[src/rtl/moore_edge_pkg.sv]
// Shared state encoding and group decode for the Moore edge detector.
// The state names and their 3-bit values are fixed; the channel FSM and the top both depend on them.
package moore_edge_pkg;

    typedef enum logic [2:0] {
        ST_LO   = 3'd0,
        PEND_HI = 3'd1,
        RISE    = 3'd2,
        ST_HI   = 3'd3,
        PEND_LO = 3'd4,
        FALL    = 3'd5
    } edge_state_e;

    // Encodings outside the enum fall to 0, so a corrupted state never reports level=1.
    function automatic logic is_high_group(edge_state_e s);
        return (s == ST_HI) || (s == PEND_LO) || (s == RISE);
    endfunction

endpackage

[src/rtl/moore_edge_channel.sv]
// One channel: a Moore FSM with an optional glitch-filter counter.
// The counter and the PEND_* states exist only when MOORE_EDGE_FILTER_EN is defined.
import moore_edge_pkg::*;

module moore_edge_channel #(
    parameter int   FILTER_LEN = 4,
    parameter logic INIT_LEVEL = 1'b0
) (
    input  logic clk,
    input  logic rst,
    input  logic in,
    output logic rise,
    output logic fall,
    output logic level
);

    if (FILTER_LEN < 1) begin : g_bad_filter_len
        $error("moore_edge_channel: FILTER_LEN must be at least 1");
    end

    localparam edge_state_e RST_STATE = INIT_LEVEL ? ST_HI : ST_LO;

    edge_state_e state_reg;

`ifdef MOORE_EDGE_FILTER_EN
    localparam int            CW   = $clog2(FILTER_LEN + 1);
    localparam logic [CW-1:0] LAST = CW'(FILTER_LEN - 1);

    logic [CW-1:0] cnt_reg;

    // cnt holds the number of new-level samples already seen; the final one accepts the transition.
    always_ff @(posedge clk) begin
        if (rst) begin
            state_reg <= RST_STATE;
            cnt_reg   <= '0;
        end else begin
            case (state_reg)
                ST_LO, PEND_HI, FALL: begin
                    if (!in) begin
                        state_reg <= ST_LO;
                        cnt_reg   <= '0;
                    end else if (cnt_reg == LAST) begin
                        state_reg <= RISE;
                        cnt_reg   <= '0;
                    end else begin
                        state_reg <= PEND_HI;
                        cnt_reg   <= cnt_reg + CW'(1);
                    end
                end
                ST_HI, PEND_LO, RISE: begin
                    if (in) begin
                        state_reg <= ST_HI;
                        cnt_reg   <= '0;
                    end else if (cnt_reg == LAST) begin
                        state_reg <= FALL;
                        cnt_reg   <= '0;
                    end else begin
                        state_reg <= PEND_LO;
                        cnt_reg   <= cnt_reg + CW'(1);
                    end
                end
                default: begin
                    state_reg <= RST_STATE;
                    cnt_reg   <= '0;
                end
            endcase
        end
    end
`else
    // Unfiltered: every change of level is accepted on the very next edge.
    always_ff @(posedge clk) begin
        if (rst) begin
            state_reg <= RST_STATE;
        end else begin
            case (state_reg)
                ST_LO, PEND_HI, FALL: state_reg <= in ? RISE : ST_LO;
                ST_HI, PEND_LO, RISE: state_reg <= in ? ST_HI : FALL;
                default:              state_reg <= RST_STATE;
            endcase
        end
    end
`endif

    // Outputs depend on the registered state alone.
    assign rise  = (state_reg == RISE);
    assign fall  = (state_reg == FALL);
    assign level = is_high_group(state_reg);

endmodule

[src/rtl/moore_edge_detector.sv]
// Multi-channel Moore edge detector: CHANNELS independent copies of moore_edge_channel.
// Define MOORE_EDGE_FILTER_EN to build in the FILTER_LEN-sample glitch filter.
import moore_edge_pkg::*;

module moore_edge_detector #(
    parameter int   CHANNELS   = 8,
    parameter int   FILTER_LEN = 4,
    parameter logic INIT_LEVEL = 1'b0
) (
    input  logic                clk,
    input  logic                rst,
    input  logic [CHANNELS-1:0] in,
    output logic [CHANNELS-1:0] rise,
    output logic [CHANNELS-1:0] fall,
    output logic [CHANNELS-1:0] level
);

    genvar gi;
    generate
        for (gi = 0; gi < CHANNELS; gi++) begin : g_chan
            moore_edge_channel #(
                .FILTER_LEN (FILTER_LEN),
                .INIT_LEVEL (INIT_LEVEL)
            ) u_chan (
                .clk   (clk),
                .rst   (rst),
                .in    (in[gi]),
                .rise  (rise[gi]),
                .fall  (fall[gi]),
                .level (level[gi])
            );
        end
    endgenerate

endmodule

[config.mk]
export PLATFORM = sky130hd
export DESIGN_NAME = moore_edge_detector
export DESIGN_NICKNAME = d
export VERILOG_FILES = /design/src/rtl/moore_edge_pkg.sv /design/src/rtl/moore_edge_channel.sv /design/src/rtl/moore_edge_detector.sv
export SDC_FILE = /design/constraint.sdc
export NUM_CORES = 1
export LEC_CHECK = 0
export BUFFER_PORTS_ARGS = -buffer_cell sky130_fd_sc_hd__buf_2
export CORE_ASPECT_RATIO = 1.5
export CORE_MARGIN = 8
export CORE_UTILIZATION = 30
export DETAILED_ROUTE_END_ITERATION = 10
export HOLD_SLACK_MARGIN = 0.06
export PLACE_DENSITY = 0.56
export SYNTH_ARGS = -nofsm -noshare
export SYNTH_HDL_FRONTEND = slang
export SYNTH_SLANG_ARGS = --single-unit
[constraint.sdc]
create_clock -name clk -period 2.2 [get_ports clk]
set_input_delay 0.33 -clock clk [delete_from_list [all_inputs] [get_ports clk]]
set_output_delay 0.33 -clock clk [all_outputs]
set_load 0.05 [all_outputs]
==> results of run 1 <==
==> final timing paths <==
kind	end	depth (start not counted)
worst max-delay path	level[0]	3
worst min-delay path	g_chan[3].u_chan.state_reg[2]	2
worst max register to register	g_chan[4].u_chan.state_reg[2]	2
worst min register to register	g_chan[2].u_chan.state_reg[1]	1
==> layer usage <==
metal / GRT usage, % / vias to the layer above / share of wire [%]
met2: 13.6 / 20 / 55
li1: - / 428 / -
met1: 6.94 / 379 / 37
met3: 1.81 / 4 / 6.2
met5: 0 / - / 0
met4: 5.25 / 0 / 2.0
==> Yosys cell counts <==
cell type / instances / area (sq um)
and3b_1: 3 / 26.3
inv_1: 8 / 30.0
clkbuf_1: 1 / 3.75
or3b_1: 1 / 8.76
a211oi_2: 8 / 100
buf_2: 1 / 5.00
buf_4: 24 / 180
nand2_1: 13 / 48.8
a211oi_1: 8 / 60.1
dfxtp_1: 24 / 480
nor2_1: 8 / 30.0
a21oi_1: 8 / 40.0
nor3b_1: 5 / 37.5
or3b_4: 7 / 78.8
nand2b_1: 8 / 50.1
==> power by group through the flow <==
stage | clock network, W | registers, W | logic (W)
floorplan | 0 | 0.000480 | 0.000161
finish | 0.000291 | 0.000475 | 0.000168
detailed placement | 0 | 0.000485 | 0.000171
global route | 0.000317 | 0.000480 | 0.000180
CTS | 0.000301 | 0.000475 | 0.000171
global placement | 0 | 0.000482 | 0.000166
==> worst register-to-register path, delay by kind of cell (launching register included) <==
family,cells,cell delay (ns)
flip-flops,1,0.37
AND/OR/NAND/NOR,1,0.41
AO/OA/AOI/OAI,1,0.24
==> cell usage in the layout (no fill, tap or decap), drive strengths merged <==
cell type / instances
or3b: 8
clkbuf: 4
a21oi: 8
nor2: 8
nand2b: 8
dfxtp: 24
and3b: 3
nand2: 13
nor3b: 5
a211oi: 16
inv: 8
buf: 33
==> stage by stage <==
step                hold WS (ns)  instances  power (W)  area [sq um]
finish                     0.245        183   0.000934          1270
global route               0.235        183   0.000976          1270
CTS                        0.240        183   0.000947          1270
detailed placement         0.459        179   0.000656          1210
global placement           0.442        179   0.000649          1210
floorplan                  0.395        127   0.000640          1180
==> cells by family (layout without fill, tap and decap cells) <==
family,after synthesis,after routing,share of synthesized area (%)
and+or+nand+nor,45,45,23.8
buffers and inverters,34,45,18.6
AOI/OAI and AO/OA,24,24,17.0
DFF,24,24,40.7
==> cell type report <==
| type | instances | area (sq um) |
|---|---|---|
| tap | 45 | 56.3 |
| fill | 428 | 2590 |
| multi-input combinational | 69 | 480 |
| clock buffer | 4 | 55.1 |
| sequential | 24 | 480 |
| timing repair buffer | 33 | 165 |
| inverter | 8 | 30.0 |
==> impl_metrics.json, run 1 <==
{
  "status": "complete, no violations",
  "cp.arrival_ns": 1.40,
  "synth_seq_cells": 24,
  "vias_per_cell": 4.54,
  "switchingPower_w": 0.000273,
  "antenna_found_initial": 0,
  "n_antenna_cell": 0,
  "cts_root_buffer": "clkbuf_8",
  "drive_gt1_share_pct": 37.7,
  "slowest_delay_ns": 0.42,
  "fp.dieW_um": 67.2,
  "irDropWorstVdd_mv": 0.254,
  "cts_resized": 0,
  "final_core_util_pct": 32.9,
  "drc": 0,
  "vias": 831,
  "postRouteAntennaNets": 0,
  "combPwrFrac_pct": 18.0,
  "ys_warn_count": 0,
  "first_global_vias": 859,
  "gp_congestion": 0.691,
  "syn_inst": 127,
  "synth_nets": 137,
  "cts.hold.buffers_added": 0,
  "powerDensity_mw_per_mm2": 737,
  "hold_path_class": "in -> reg",
  "r2r_start": "g_chan[4].u_chan.state_reg[2]",
  "syn-cell-area_sq_mm": 0.00118,
  "post-route-period-util_pct": 78.6,
  "grt_setup_unrepaired": "no",
  "nets": 149,
  "cp-start-kind": "register",
  "htreeDepth": 1,
  "leakagePower_nw": 0.609,
  "internal_power_w": 0.000661,
  "coreArea_sq_mm": 0.00385,
  "hp-start": "in[3]",
  "area_delta_synth_final_pct": 7.42,
  "initial_utilization_pct": 30.6,
  "drv_slew": 0,
  "crit_chain": "or3b_4 > nand2_1 > buf_2",
  "slowest_stage": "or3b_4",
  "place_ws_ns": 0.750,
  "cpLargestDelayFamily": "simple AND/OR/NAND/NOR gates",
  "worst_pin_slew_ns": 0.518,
  "clock_sinks": 24,
  "syn_area_per_cell_sq_um": 9.29,
  "dp_hpwl_mm": 1.80,
  "cp.buffers_inverters": 1,
  "clkPwrFrac_pct": 31.2,
  "wirelength_mm": 2.21,
  "max_cap_violations": 0,
  "clockBufferDepth": 2,
  "first_pass_iters": 2,
  "setup_tns_ns": 0,
  "maxSlewHeadroom_pct": 65.4,
  "grt_pass1_wl_mm": 3.73,
  "crit_required_ns": 1.87,
  "grt_max_degree": 25,
  "synth_cell_type_count": 15,
  "routedWlPerCell_um": 12.1,
  "drt_iter0_drc": 12,
  "cp-end-kind": "primary output",
  "cts_tree": "done",
  "seqPwrFrac_pct": 50.8,
  "largest_register_ff_count": 24,
  "layout_setup_ws_ns": 0.471,
  "path_max_fanout": 5,
  "r2r_setup_slack_ns": 1.11,
  "io_pins": 34,
  "setup-violations-final": 0,
  "fp-row-count": 28,
  "cts_buffers": 3,
  "finalHoldViolations": 0,
  "die_height_um": 92.8,
  "startpoint": "g_chan[0].u_chan.state_reg[2]",
  "swShare_pct": 29.2,
  "clock_latency_ns": 0.26,
  "max_freq_mhz": 578,
  "cts.clk_slew.worst_paths_ns": 0.08,
  "ys_seq_area_share_pct": 40.7,
  "io_buffers": 33,
  "clock_skew_ns": 0.000934,
  "die_area_sq_mm": 0.00624,
  "gr-total-overflow": 0,
  "cts_setup_buffers": 0,
  "grt_use_total_pct": 7.50,
  "fin_crit_ns": 1.73,
  "crit_type": "reg -> out"
}
Power figures use the tool's default switching activity.
==> run 2: changes to the inputs <==
--- a/config.mk
+++ b/config.mk
@@ -11,7 +11,7 @@
 export CORE_UTILIZATION = 30
 export DETAILED_ROUTE_END_ITERATION = 10
 export HOLD_SLACK_MARGIN = 0.06
-export PLACE_DENSITY = 0.56
+export PLACE_DENSITY = 0.58
 export SYNTH_ARGS = -nofsm -noshare
 export SYNTH_HDL_FRONTEND = slang
 export SYNTH_SLANG_ARGS = --single-unit
==> constraint.sdc (replaced) <==
create_clock -name clk -period 1.4 [get_ports clk]
set_input_delay 0.21 -clock clk [delete_from_list [all_inputs] [get_ports clk]]
set_output_delay 0.21 -clock clk [all_outputs]
set_load 0.05 [all_outputs]
==> run 2 against run 1 <==
Effect of this change: the run now ends with setup timing left; sequential cell count stayed put; power increased by 66%; clock skew is essentially flat; critical path type unchanged.
==> impl_metrics.json, run 2 (synthesis gave the netlist of run 1 again) <==
{
  "cp.arrival_ns": 1.22,
  "largest_register_ff_count": 24,
  "setup_tns_ns": -0.150,
  "post-route-period-util_pct": 102,
  "hold_path_class": "in -> reg",
  "status": "complete, but fails checks",
  "finalPower_w": 0.00155,
  "slowest_stage": "or3b_4",
  "first_global_vias": 1009,
  "vias_per_cell": 4.49,
  "nets": 180,
  "hold-worst-slack_ns": 0.112,
  "clkPwrFrac_pct": 26.0,
  "first_pass_iters": 4,
  "io_pins": 34,
  "cp-end-kind": "primary output",
  "max_cap_violations": 0,
  "r2r_setup_slack_ns": 0.25,
  "failed_checks": "setup timing",
  "crit_type": "reg -> out",
  "layout_setup_ws_ns": -0.0327,
  "switchingPower_w": 0.000468,
  "layout_common_cells": "36 x buf_4, 24 x dfxtp_2, 14 x buf_2",
  "swShare_pct": 30.1,
  "cp-start-kind": "register",
  "n_antenna_cell": 0,
  "slowest_delay_ns": 0.41,
  "grtUsageMet1_pct": 7.90,
  "irDropWorstVdd_mv": 0.431,
  "combPwrFrac_pct": 26.3,
  "maxSlewHeadroom_pct": 64.3,
  "grt_pass1_wl_mm": 4.28,
  "cts_buffers": 3,
  "fp.dieW_um": 67.2,
  "grt_max_degree": 25,
  "finalHoldViolations": 0,
  "gp_congestion": 0.664,
  "crit_chain": "or3b_4 > nand2_4 > buf_8",
  "grt_setup_unrepaired": "yes",
  "die_height_um": 92.8,
  "clock_skew_ns": 0.000863,
  "drv_slew": 0,
  "gr-total-overflow": 0,
  "postRouteAntennaNets": 0,
  "met3_usage_pct": 1.21,
  "die_area_sq_mm": 0.00624,
  "fillCellCount": 395,
  "cts_tree": "done",
  "worst_pin_slew_ns": 0.536,
  "area_delta_synth_final_pct": 44.1,
  "cts_root_buffer": "clkbuf_8",
  "clock_latency_ns": 0.26,
  "grt_use_total_pct": 8.67,
  "clock_sinks": 24,
  "final_common_cell": "buf_4",
  "drt_iter0_drc": 10,
  "path_max_fanout": 3,
  "internal_power_w": 0.00109,
  "setup-violations-final": 8,
  "grt_busiest_layer": "met2",
  "crit_required_ns": 1.19,
  "antenna_found_initial": 0,
  "clockBufferDepth": 2,
  "cts.clk_slew.worst_paths_ns": 0.08,
  "coreArea_sq_mm": 0.00385,
  "fin_crit_ns": 1.43,
  "htreeDepth": 1,
  "powerDensity_mw_per_mm2": 914,
  "leakagePower_nw": 0.799,
  "wirelength_mm": 2.76,
  "vias": 957,
  "dp_hpwl_mm": 1.66,
  "max_freq_mhz": 698,
  "seqPwrFrac_pct": 47.6,
  "drc": 0,
  "routedWlPerCell_um": 12.9,
  "use_met2_pct": 16.8,
  "cts.hold.buffers_added": 0,
  "fp-row-count": 28,
  "drive_gt1_share_pct": 72.6,
  "io_buffers": 33,
  "initial_utilization_pct": 30.6
}
-- run 2: changes by cell type in the layout (fill, tap and decap cells not counted), sizes merged --
| cell | delta |
|---|---|
| clkbuf | +2 |
| buf | +28 |
-- run 2: final timing paths --
kind | to | startpoint | depth (start not counted)
worst max-delay path | level[1] | g_chan[1].u_chan.state_reg[0] | 3
worst min-delay path | g_chan[1].u_chan.state_reg[2] | in[1] | 2
worst max register to register | g_chan[2].u_chan.state_reg[2] | g_chan[2].u_chan.state_reg[2] | 3
worst min register to register | g_chan[2].u_chan.state_reg[1] | g_chan[2].u_chan.state_reg[2] | 2
-- run 2: power by group through the flow --
stage	clock network [W]	logic, W	registers, W
2_1_floorplan	0	0.000252	0.000754
3_3_place_gp	0	0.000262	0.000757
3_5_place_dp	0	0.000267	0.000761
4_1_cts	0.000429	0.000378	0.000741
5_1_grt	0.000456	0.000434	0.000746
6_report	0.000405	0.000410	0.000741
-- run 2: what timing repair did --
| item | in CTS | in global routing |
|---|---|---|
| endpoints found under the setup margin | 10 | 19 |
| setup buffers | 27 | 4 |
| gates resized for setup | 62 | 23 |
| pin swaps | 11 | 3 |
-- run 2: worst max-delay path, delay by kind of cell, from the launching register on --
family | cells | cell delay [ns]
simple gates | 2 | 0.48
flops | 1 | 0.33
buf+inv | 1 | 0.14
-- run 2: area by class of cell --
class,count,area (sq um),area share (%)
Inverter,8,30.0,1.77
Multi-Input combinational cell,69,546,32.1
Sequential cell,24,510,30.0
Clock buffer,3,41.3,2.43
Timing Repair Buffer,64,517,30.4
Tap cell,45,56.3,3.31
-- run 2: stage by stage --
step | cell area, sq um | instances | utilization (%) | setup WS (ns)
floorplan | 1180 | 127 | - | 0.207
global placement | 1210 | 179 | 31.5 | 0.123
detailed placement | 1210 | 179 | 31.5 | 0.0874
CTS | 1600 | 209 | 41.6 | -0.0379
global route | 1700 | 213 | 44.1 | -0.0708
finish | 1700 | 213 | 44.1 | -0.0327
-- run 2: layer usage --
layer  part of all wire, %  up-vias
met5                     0        -
met1                    35      449
met2                    60       20
met4                   1.4        0
li1                      -      486
met3                   4.2        2
